### src/rtl/cla_pkg.sv
// Shared constants, flag struct and flag helper for the pipelined CLA adder/subtractor.
package cla_pkg;

   localparam logic OP_ADD     = 1'b0;
   localparam logic OP_SUB     = 1'b1;
   localparam int   MAX_STAGES = 8;
   localparam int   GROUP_W    = 4;

   typedef struct packed {
      logic z;
      logic v;
      logic n;
   } cla_flags_t;

   // Overflow uses the effective (possibly inverted) B operand so add and subtract share one rule.
   function automatic cla_flags_t calc_flags(input logic is_zero,
                                             input logic a_msb,
                                             input logic b_eff_msb,
                                             input logic s_msb);
      cla_flags_t f;
      f.z = is_zero;
      f.n = s_msb;
      f.v = (a_msb == b_eff_msb) && (s_msb != a_msb);
      return f;
   endfunction

endpackage

### src/rtl/cla_add_seg.sv
// Combinational SW-bit carry-lookahead segment built from 4-bit lookahead groups.
module cla_add_seg
   import cla_pkg::*;
#(
   parameter int SW = 16
)
(
   input  logic [SW-1:0] a,
   input  logic [SW-1:0] b,
   input  logic          ci,
   output logic [SW-1:0] s,
   output logic          co,
   output logic          g,
   output logic          p
);

   localparam int NG = SW / GROUP_W;

   logic [SW-1:0] bit_g;
   logic [SW-1:0] bit_p;
   logic [SW-1:0] c;
   logic [NG-1:0] grp_g;
   logic [NG-1:0] grp_p;
   logic [NG:0]   grp_c;

   assign bit_g    = a & b;
   assign bit_p    = a ^ b;
   assign grp_c[0] = ci;

   for (genvar gi = 0; gi < NG; gi++) begin : g_grp
      logic [GROUP_W-1:0] gg;
      logic [GROUP_W-1:0] pp;
      logic               cin;

      assign gg  = bit_g[gi*GROUP_W +: GROUP_W];
      assign pp  = bit_p[gi*GROUP_W +: GROUP_W];
      assign cin = grp_c[gi];

      assign c[gi*GROUP_W]     = cin;
      assign c[gi*GROUP_W + 1] = gg[0] | (pp[0] & cin);
      assign c[gi*GROUP_W + 2] = gg[1] | (pp[1] & gg[0]) | (pp[1] & pp[0] & cin);
      assign c[gi*GROUP_W + 3] = gg[2] | (pp[2] & gg[1]) | (pp[2] & pp[1] & gg[0])
                               | (pp[2] & pp[1] & pp[0] & cin);

      assign grp_g[gi]  = gg[3] | (pp[3] & gg[2]) | (pp[3] & pp[2] & gg[1])
                        | (pp[3] & pp[2] & pp[1] & gg[0]);
      assign grp_p[gi]  = &pp;
      assign grp_c[gi+1] = grp_g[gi] | (grp_p[gi] & cin);
   end

   assign s  = bit_p ^ c;
   assign co = grp_c[NG];

   // Segment-level generate/propagate folded from the group terms, LSB group first.
   always_comb begin
      g = 1'b0;
      p = 1'b1;
      for (int i = 0; i < NG; i++) begin
         g = grp_g[i] | (grp_p[i] & g);
         p = p & grp_p[i];
      end
   end

endmodule

### src/rtl/cla_addsub_pipe.sv
// Pipelined CLA adder/subtractor, STAGES carry segments with valid/ready flow control.
// Optional Z/V/N flags are built only when CLA_ADDSUB_FLAGS_EN is defined.
module cla_addsub_pipe
   import cla_pkg::*;
#(
   parameter int WIDTH  = 32,
   parameter int STAGES = 2
)
(
   input  logic             clock,
   input  logic             reset_n,
   input  logic             in_valid,
   output logic             in_ready,
   input  logic [WIDTH-1:0] a,
   input  logic [WIDTH-1:0] b,
   input  logic             ci,
   input  logic             op_sub,
   output logic             out_valid,
   input  logic             out_ready,
   output logic [WIDTH-1:0] s,
   output logic             co,
   output logic             z,
   output logic             v,
   output logic             n
);

   localparam int SW = WIDTH / STAGES;

   logic advance;

   // Index k is the input seen by stage k; index 0 is the port side, the rest are stage registers.
   logic [WIDTH-1:0] pipe_a [STAGES];
   logic [WIDTH-1:0] pipe_b [STAGES];
   logic [WIDTH-1:0] pipe_s [STAGES+1];
   logic             pipe_c [STAGES+1];
   logic             pipe_v [STAGES+1];

   assign advance   = !pipe_v[STAGES] || out_ready;
   assign in_ready  = advance;

   assign pipe_a[0] = a;
   assign pipe_b[0] = (op_sub == OP_SUB) ? ~b : b;
   assign pipe_s[0] = '0;
   assign pipe_c[0] = ci ^ op_sub;
   assign pipe_v[0] = in_valid;

`ifdef CLA_ADDSUB_FLAGS_EN
   cla_flags_t flags_reg;
`endif

   for (genvar gi = 0; gi < STAGES; gi++) begin : g_stage
      logic [SW-1:0]    seg_s;
      logic             seg_co;
      logic             seg_g;
      logic             seg_p;
      logic [WIDTH-1:0] s_next;
      logic [WIDTH-1:0] s_reg;
      logic             c_reg;
      logic             v_reg;

      cla_add_seg #(.SW(SW)) u_seg (
         .a  (pipe_a[gi][gi*SW +: SW]),
         .b  (pipe_b[gi][gi*SW +: SW]),
         .ci (pipe_c[gi]),
         .s  (seg_s),
         .co (seg_co),
         .g  (seg_g),
         .p  (seg_p)
      );

      always_comb begin
         s_next               = pipe_s[gi];
         s_next[gi*SW +: SW]  = seg_s;
      end

      always_ff @(posedge clock or negedge reset_n) begin
         if (!reset_n) begin
            s_reg <= '0;
            c_reg <= 1'b0;
            v_reg <= 1'b0;
         end else if (advance) begin
            s_reg <= s_next;
            c_reg <= seg_co;
            v_reg <= pipe_v[gi];
         end
      end

      assign pipe_s[gi+1] = s_reg;
      assign pipe_c[gi+1] = c_reg;
      assign pipe_v[gi+1] = v_reg;

      // Operands only travel as far as the last segment that still needs them.
      if (gi < STAGES-1) begin : g_fwd
         logic [WIDTH-1:0] a_reg;
         logic [WIDTH-1:0] b_reg;

         always_ff @(posedge clock or negedge reset_n) begin
            if (!reset_n) begin
               a_reg <= '0;
               b_reg <= '0;
            end else if (advance) begin
               a_reg <= pipe_a[gi];
               b_reg <= pipe_b[gi];
            end
         end

         assign pipe_a[gi+1] = a_reg;
         assign pipe_b[gi+1] = b_reg;
      end

`ifdef CLA_ADDSUB_FLAGS_EN
      if (gi == STAGES-1) begin : g_flags
         always_ff @(posedge clock or negedge reset_n) begin
            if (!reset_n) begin
               flags_reg <= '0;
            end else if (advance) begin
               flags_reg <= calc_flags(s_next == '0, pipe_a[gi][WIDTH-1],
                                       pipe_b[gi][WIDTH-1], s_next[WIDTH-1]);
            end
         end
      end
`endif
   end

   assign out_valid = pipe_v[STAGES];
   assign s         = pipe_s[STAGES];
   assign co        = pipe_c[STAGES];

`ifdef CLA_ADDSUB_FLAGS_EN
   assign z = flags_reg.z;
   assign v = flags_reg.v;
   assign n = flags_reg.n;
`else
   assign z = 1'b0;
   assign v = 1'b0;
   assign n = 1'b0;
`endif

endmodule

### config.mk
export PLATFORM = sky130hd
export DESIGN_NAME = cla_addsub_pipe
export DESIGN_NICKNAME = d
export VERILOG_FILES = /design/src/rtl/cla_pkg.sv /design/src/rtl/cla_add_seg.sv /design/src/rtl/cla_addsub_pipe.sv
export SDC_FILE = /design/constraint.sdc
export NUM_CORES = 1
export LEC_CHECK = 0
export ABC_CLOCK_PERIOD_IN_PS = 3600
export BUFFER_PORTS_ARGS = -buffer_cell sky130_fd_sc_hd__clkbuf_2
export CORE_ASPECT_RATIO = 1.75
export CORE_MARGIN = 5
export CORE_UTILIZATION = 55
export CTS_CLUSTER_SIZE = 24
export DETAILED_ROUTE_END_ITERATION = 8
export PLACE_DENSITY = 0.81
export SYNTH_ARGS = -nofsm -noshare
export SYNTH_HDL_FRONTEND = slang
export SYNTH_SLANG_ARGS = --single-unit
### constraint.sdc
create_clock -name clock -period 3.6 [get_ports clock]
set_input_delay 0.72 -clock clock [delete_from_list [all_inputs] [get_ports clock]]
set_output_delay 0.72 -clock clock [all_outputs]
set_load 0.02 [all_outputs]
# After elaboration in Yosys (flattened, before gate mapping)
# Index checks and enable logic that the tools add are counted.
# W data, S select, Z words.
# classes
n_mux,1
bitwise,208
n_reduce_logical,10
# op_table
cell,n
$and A1 B1 Y1,120
$or A1 B1 Y1,80
$xor A16 B16 Y16,4
$and A16 B16 Y16,2
$mux W32,1
$not A32 Y32,1
$reduce_and A4 Y1,8
$logic_not A1 Y1,1
$logic_or A1 B1 Y1,1
$xor A1 B1 Y1,1
# totals
regBits,116
output_inout_bits,38
wordCells,227

# Depth between registers and ports, before layout
# logic_depth
word_depth,15
ltp_mapped,12
depth_no_buf,10

# Hierarchy
# Synthesis repeated with hierarchy kept, for this count alone.
# hier_totals
hier_cells,410
hier_area_um2,5215.0
# modules_own_cells
module,instances,cells_each,area_each_um2
cla_addsub_pipe,1,219,3676.0
cla_add_seg at g_stage[0].u_seg,1,97,813.3
cla_add_seg at g_stage[1].u_seg,1,94,725.7

# Least setup slack after synthesis
# No wires, ideal clock.
# synth_timing
path_type,input-to-reg
from,in op_sub
to,reg g_stage[0].s_reg[13]
setup_ns,0.148
t_arrival_ns,3.183
required_ns,3.452
setup_slack_ns,0.270
cell_stages,12
path_cell_list,buf_4 -> buf_1 -> xor2_1 -> ha_1 -> nand3_1 -> or2_2 -> a2bb2oi_2 -> nand2_1 -> a21oi_1 -> fa_1 -> xor2_1 -> a21oi_1
# synth_between
elab_chain_cells,14
elab_cells_between_ends,40
classes_between,mux: 1; bitwise: 36; reduce/logical: 3
# synth_lines
element,line_no,rtl
start: declaration,cla_addsub_pipe.sv:17,"input logic op_sub,"
$mux W32,cla_addsub_pipe.sv:42,assign pipe_b[0] = (op_sub == OP_SUB) ? ~b : b;
$xor A16 B16 Y16 or $and A16 B16 Y16 (tied branches),"cla_add_seg.sv:27, cla_add_seg.sv:26",
$and A1 B1 Y1 (on tied branches),"cla_add_seg.sv:45, cla_add_seg.sv:46",
$or A1 B1 Y1 (tied with other cells),cla_add_seg.sv:45,assign grp_g[gi] = gg[3] | (pp[3] & gg[2]) | (pp[3] & pp[2] & gg[1])
$or A1 B1 Y1 or $and A1 B1 Y1 (tied branches),"cla_add_seg.sv:45, cla_add_seg.sv:46",
$or A1 B1 Y1,cla_add_seg.sv:46,| (pp[3] & pp[2] & pp[1] & gg[0]);
$or A1 B1 Y1,cla_add_seg.sv:48,assign grp_c[gi+1] = grp_g[gi] | (grp_p[gi] & cin);
$and A1 B1 Y1,cla_add_seg.sv:48,
$or A1 B1 Y1,cla_add_seg.sv:48,
$and A1 B1 Y1,cla_add_seg.sv:48,
$or A1 B1 Y1,cla_add_seg.sv:48,
$and A1 B1 Y1,cla_add_seg.sv:40,assign c[gi*GROUP_W + 1] = gg[0] | (pp[0] & cin);
$or A1 B1 Y1,cla_add_seg.sv:40,
$xor A16 B16 Y16 *,cla_add_seg.sv:51,assign s = bit_p ^ c;
end signal: assignment,cla_addsub_pipe.sv:82,s_reg <= s_next;
end: declaration,cla_addsub_pipe.sv:57,logic [WIDTH-1:0] s_reg;
# Every way passes the cells marked *; elsewhere a longest branch is shown, timed or not.
# A chain may end at the register's enable or synchronous reset.

# Worst setup path after layout
# layout_timing
from,in op_sub
to,reg g_stage[0].s_reg[8]
# layout_between
elab_chain_cells,10
elab_cells_between_ends,27
classes_between,mux: 1; bitwise: 24; reduce/logical: 2
# layout_lines
element,line_no
$mux W32,cla_addsub_pipe.sv:42
$xor A16 B16 Y16 or $and A16 B16 Y16 (tied branches),"cla_add_seg.sv:27, cla_add_seg.sv:26"
$and A1 B1 Y1 (on tied branches),"cla_add_seg.sv:45, cla_add_seg.sv:46"
$or A1 B1 Y1 (tied with other cells),cla_add_seg.sv:45
$or A1 B1 Y1 or $and A1 B1 Y1 (tied branches),"cla_add_seg.sv:45, cla_add_seg.sv:46"
$or A1 B1 Y1,cla_add_seg.sv:46
$or A1 B1 Y1,cla_add_seg.sv:48
$and A1 B1 Y1,cla_add_seg.sv:48
$or A1 B1 Y1,cla_add_seg.sv:48
$xor A16 B16 Y16 *,cla_add_seg.sv:51
# Marks and branches as above.

==> results_dict.tcl <==
set metrics [dict create \
    drt-initial-drc-count 129 \
    relSlewSlack_pct 29.64 \
    design_area_um2 5758 \
    die_w_um 80.92 \
    ys_async_sr_fraction_pct 100.0 \
    core_um2 8671 \
    clk_pin_slew_worst_paths_ns 0.06 \
    ys.warnings.count 0 \
    die_y_um 134.1 \
    firstDrtPassIters 5 \
    grt_max_degree 85 \
    yosys_register_bits 84 \
    ys.flop_type "dfrtp_1" \
    post_cts_resized 0 \
    hpwl_um 7935 \
    fmax_mhz 326.2 \
    overflow 0 \
    ant_nets 0 \
    cts_tree "built" \
    grt_setup_unrepaired "false" \
    dp_cells 724 \
    cp_top_family "compound AO/OA/AOI/OAI gates" \
    cts_buffers 9 \
    grt_pass1_vias 4078 \
    num_io_pins 108 \
    cp_common_cell "a21oi_1" \
    cap_violations 0 \
    port_buffers 104 \
    clock_sinks 84 \
    final_max_slew_viol_count 0 \
    avgSynthCellArea_um2 9.256 \
    layoutNonFillerInstCount 740 \
    hold_violations 0 \
    rows 45 \
    nNetsFinal 728 \
    antenna_found_initial 0 \
    ir_worst_vdd_mv 0.3296 \
    postPlaceCellArea_um2 5441 \
    yosysTopAreaCellShare_pct 43.42 \
    fin_skew_ns 0.007381 \
    met2_usage_pct 37.51 \
    gp_congestion 0.8791 \
    crit_fanout 14 \
    start_util_pct 55.83 \
    cts_hold_buf 0 \
    power.density_nw_per_um2 633.8 \
    drt_wl_total_um 10620 \
    ys_seq_area_share_pct 43.42 \
    criticalPathCategory "primary input to register" \
    worst_slew_pin_slew_ns 1.055 \
    insertion_delay_ns 0.34 \
    synthTopCellsByArea "dfrtp_1 43%, nand2_1 10%, ha_1 8.3%" \
    grt_busiest_layer "met2" \
    cts_max_path_buffers 2 \
    min_path_type "register to register" \
    seq_area_um2 2102 \
    area_growth_syn_to_layout_pct 18.95 \
    crit_buf_inv 1 \
    period_share_pct 85.16 \
    tns_ns 0 \
    drc 0 \
    synthTopCellsByCount "132 x nand2_1, 84 x dfrtp_1, 35 x a21oi_1, 32 x ha_1, 30 x o21ai_0" \
    wire_per_inst_um 14.35 \
    post_cts_buffers 0 \
    start_kind "primary input" \
    vias_per_cell 5.282 \
    slowest_delay_ns 0.46 \
    nFillCells 731 \
    cp-end-kind "register" \
    outcome "finished clean" \
    leakagePower_uw 0.002870 \
    crit_slowest_cell "fa_1" \
    dieArea_um2 10850 \
    path_cells "clkbuf_2 -> xor2_1 -> ha_1 -> a21o_1 -> a21oi_1 -> o311ai_2 -> a21oi_1 -> fa_1 -> a21oi_1" \
    n_antenna_cell 0 \
    use_met1_pct 24.90 \
    synthCells 523 \
    cts_max_level 3 \
    grtUsageMet3_pct 4.368 \
    synth_most_common_cell "nand2_1" \
    drive_above_1_share_pct 22.15 \
    grt_pass1_wl_um 18120 \
    ys_types 52 \
    yosys.area.top_type "dfrtp_1" \
    fin_crit_ns 3.066 \
    grtUsageTotal_pct 21.33 \
    cp.arrival_ns 3.33 \
    cts-root-buf "clkbuf_16" \
    worstPathRequired_ns 3.86 \
    multi_input_area_um2 2561 \
    syn_area_um2 4841 \
    hold-worst-slack_ns 0.4651 \
    synth_edf_count 0 \
    setup_viol 0 \
    largest_reg_flops 32 \
    vias 3909 \
]
-- through the flow --
step	util (%)	setup slack, ns	power, µW
finish	66.41	0.5342	3650
detailed placement	62.76	0.2079	2702
global route	66.41	0.3662	3887
global placement	62.76	0.3109	2646
CTS	66.41	0.5656	3690
floorplan	-	0.2697	2279
-- worst reg2reg max path, stage by stage (launching register included) --
cell,delay [ns]
dfrtp_1,0.40
ha_1,0.36
o21ai_0,0.25
nor2_2,0.10
o31ai_4,0.30
o211ai_2,0.21
a21o_2,0.26
fa_1,0.37
xnor2_1,0.21
o21ai_0,0.10
-- cells in the final DEF (no fill, tap or decap), drive strengths merged, types with 2 or more instances in the layout --
master	n
nor2	30
nand2	132
ha	32
conb	3
bufinv	2
xnor2	21
a211oi	5
clkbuf	112
a21o	6
o21a	7
nand3	4
xor2	28
inv	21
nor2b	3
nor3	7
o21ai	30
nand2b	3
dfrtp	84
nor3b	4
a21oi	35
o2111ai	2
o31ai	7
buf	5
nand4	2
and3	3
o31a	2
clkinv	4
fa	8
and2	2
-- layout make-up --
cell class | count | area share [%]
multi-input combinational | 394 | 44.48
sequential | 84 | 36.51
timing repair buffer | 108 | 9.605
clock buffer | 9 | 3.911
tap | 117 | 2.542
clock inverter | 7 | 1.586
inverter | 21 | 1.369
-- per-layer routing --
metal / vias up / routed length [µm]
li1: 1934 / -
met1: 1860 / 4159
met2: 95 / 5801
met3: 20 / 402
met4: 0 / 252
met5: - / 0
-- worst paths after layout --
kind                                                 start                  end  slack (ns)  cells past startpoint
worst max register to register  g_stage[0].g_fwd.a_reg[17]                s[29]        0.89                      9
worst min-delay path                      g_stage[0].v_reg            out_valid        0.47                      1
worst max-delay path                                op_sub  g_stage[0].s_reg[8]        0.53                      9
min in group asynchronous                          reset_n                s[17]        0.55                      1
worst min register to register            g_stage[0].v_reg            out_valid        0.47                      1
max in group asynchronous                          reset_n                s[31]        2.34                      1
-- report_power, final --
group	leakage (µW)	internal (µW)	switching, µW
sequential	0.000992	1220	162
clock	0.000155	604	368
combinational	0.00172	507	793
-- kinds of logic after synthesis --
family / count (synthesis) / synth area share (%)
and+or+nand+nor: 195 / 16.77
AOI/OAI and AO/OA: 106 / 14.71
DFF: 84 / 43.42
xor gates and xnor gates: 49 / 9.253
buffers and inverters: 47 / 3.980
adders and majority gates: 40 / 11.58
other: 1 / 0.07747
muxes: 1 / 0.2068
Power figures use the tool's default switching activity.
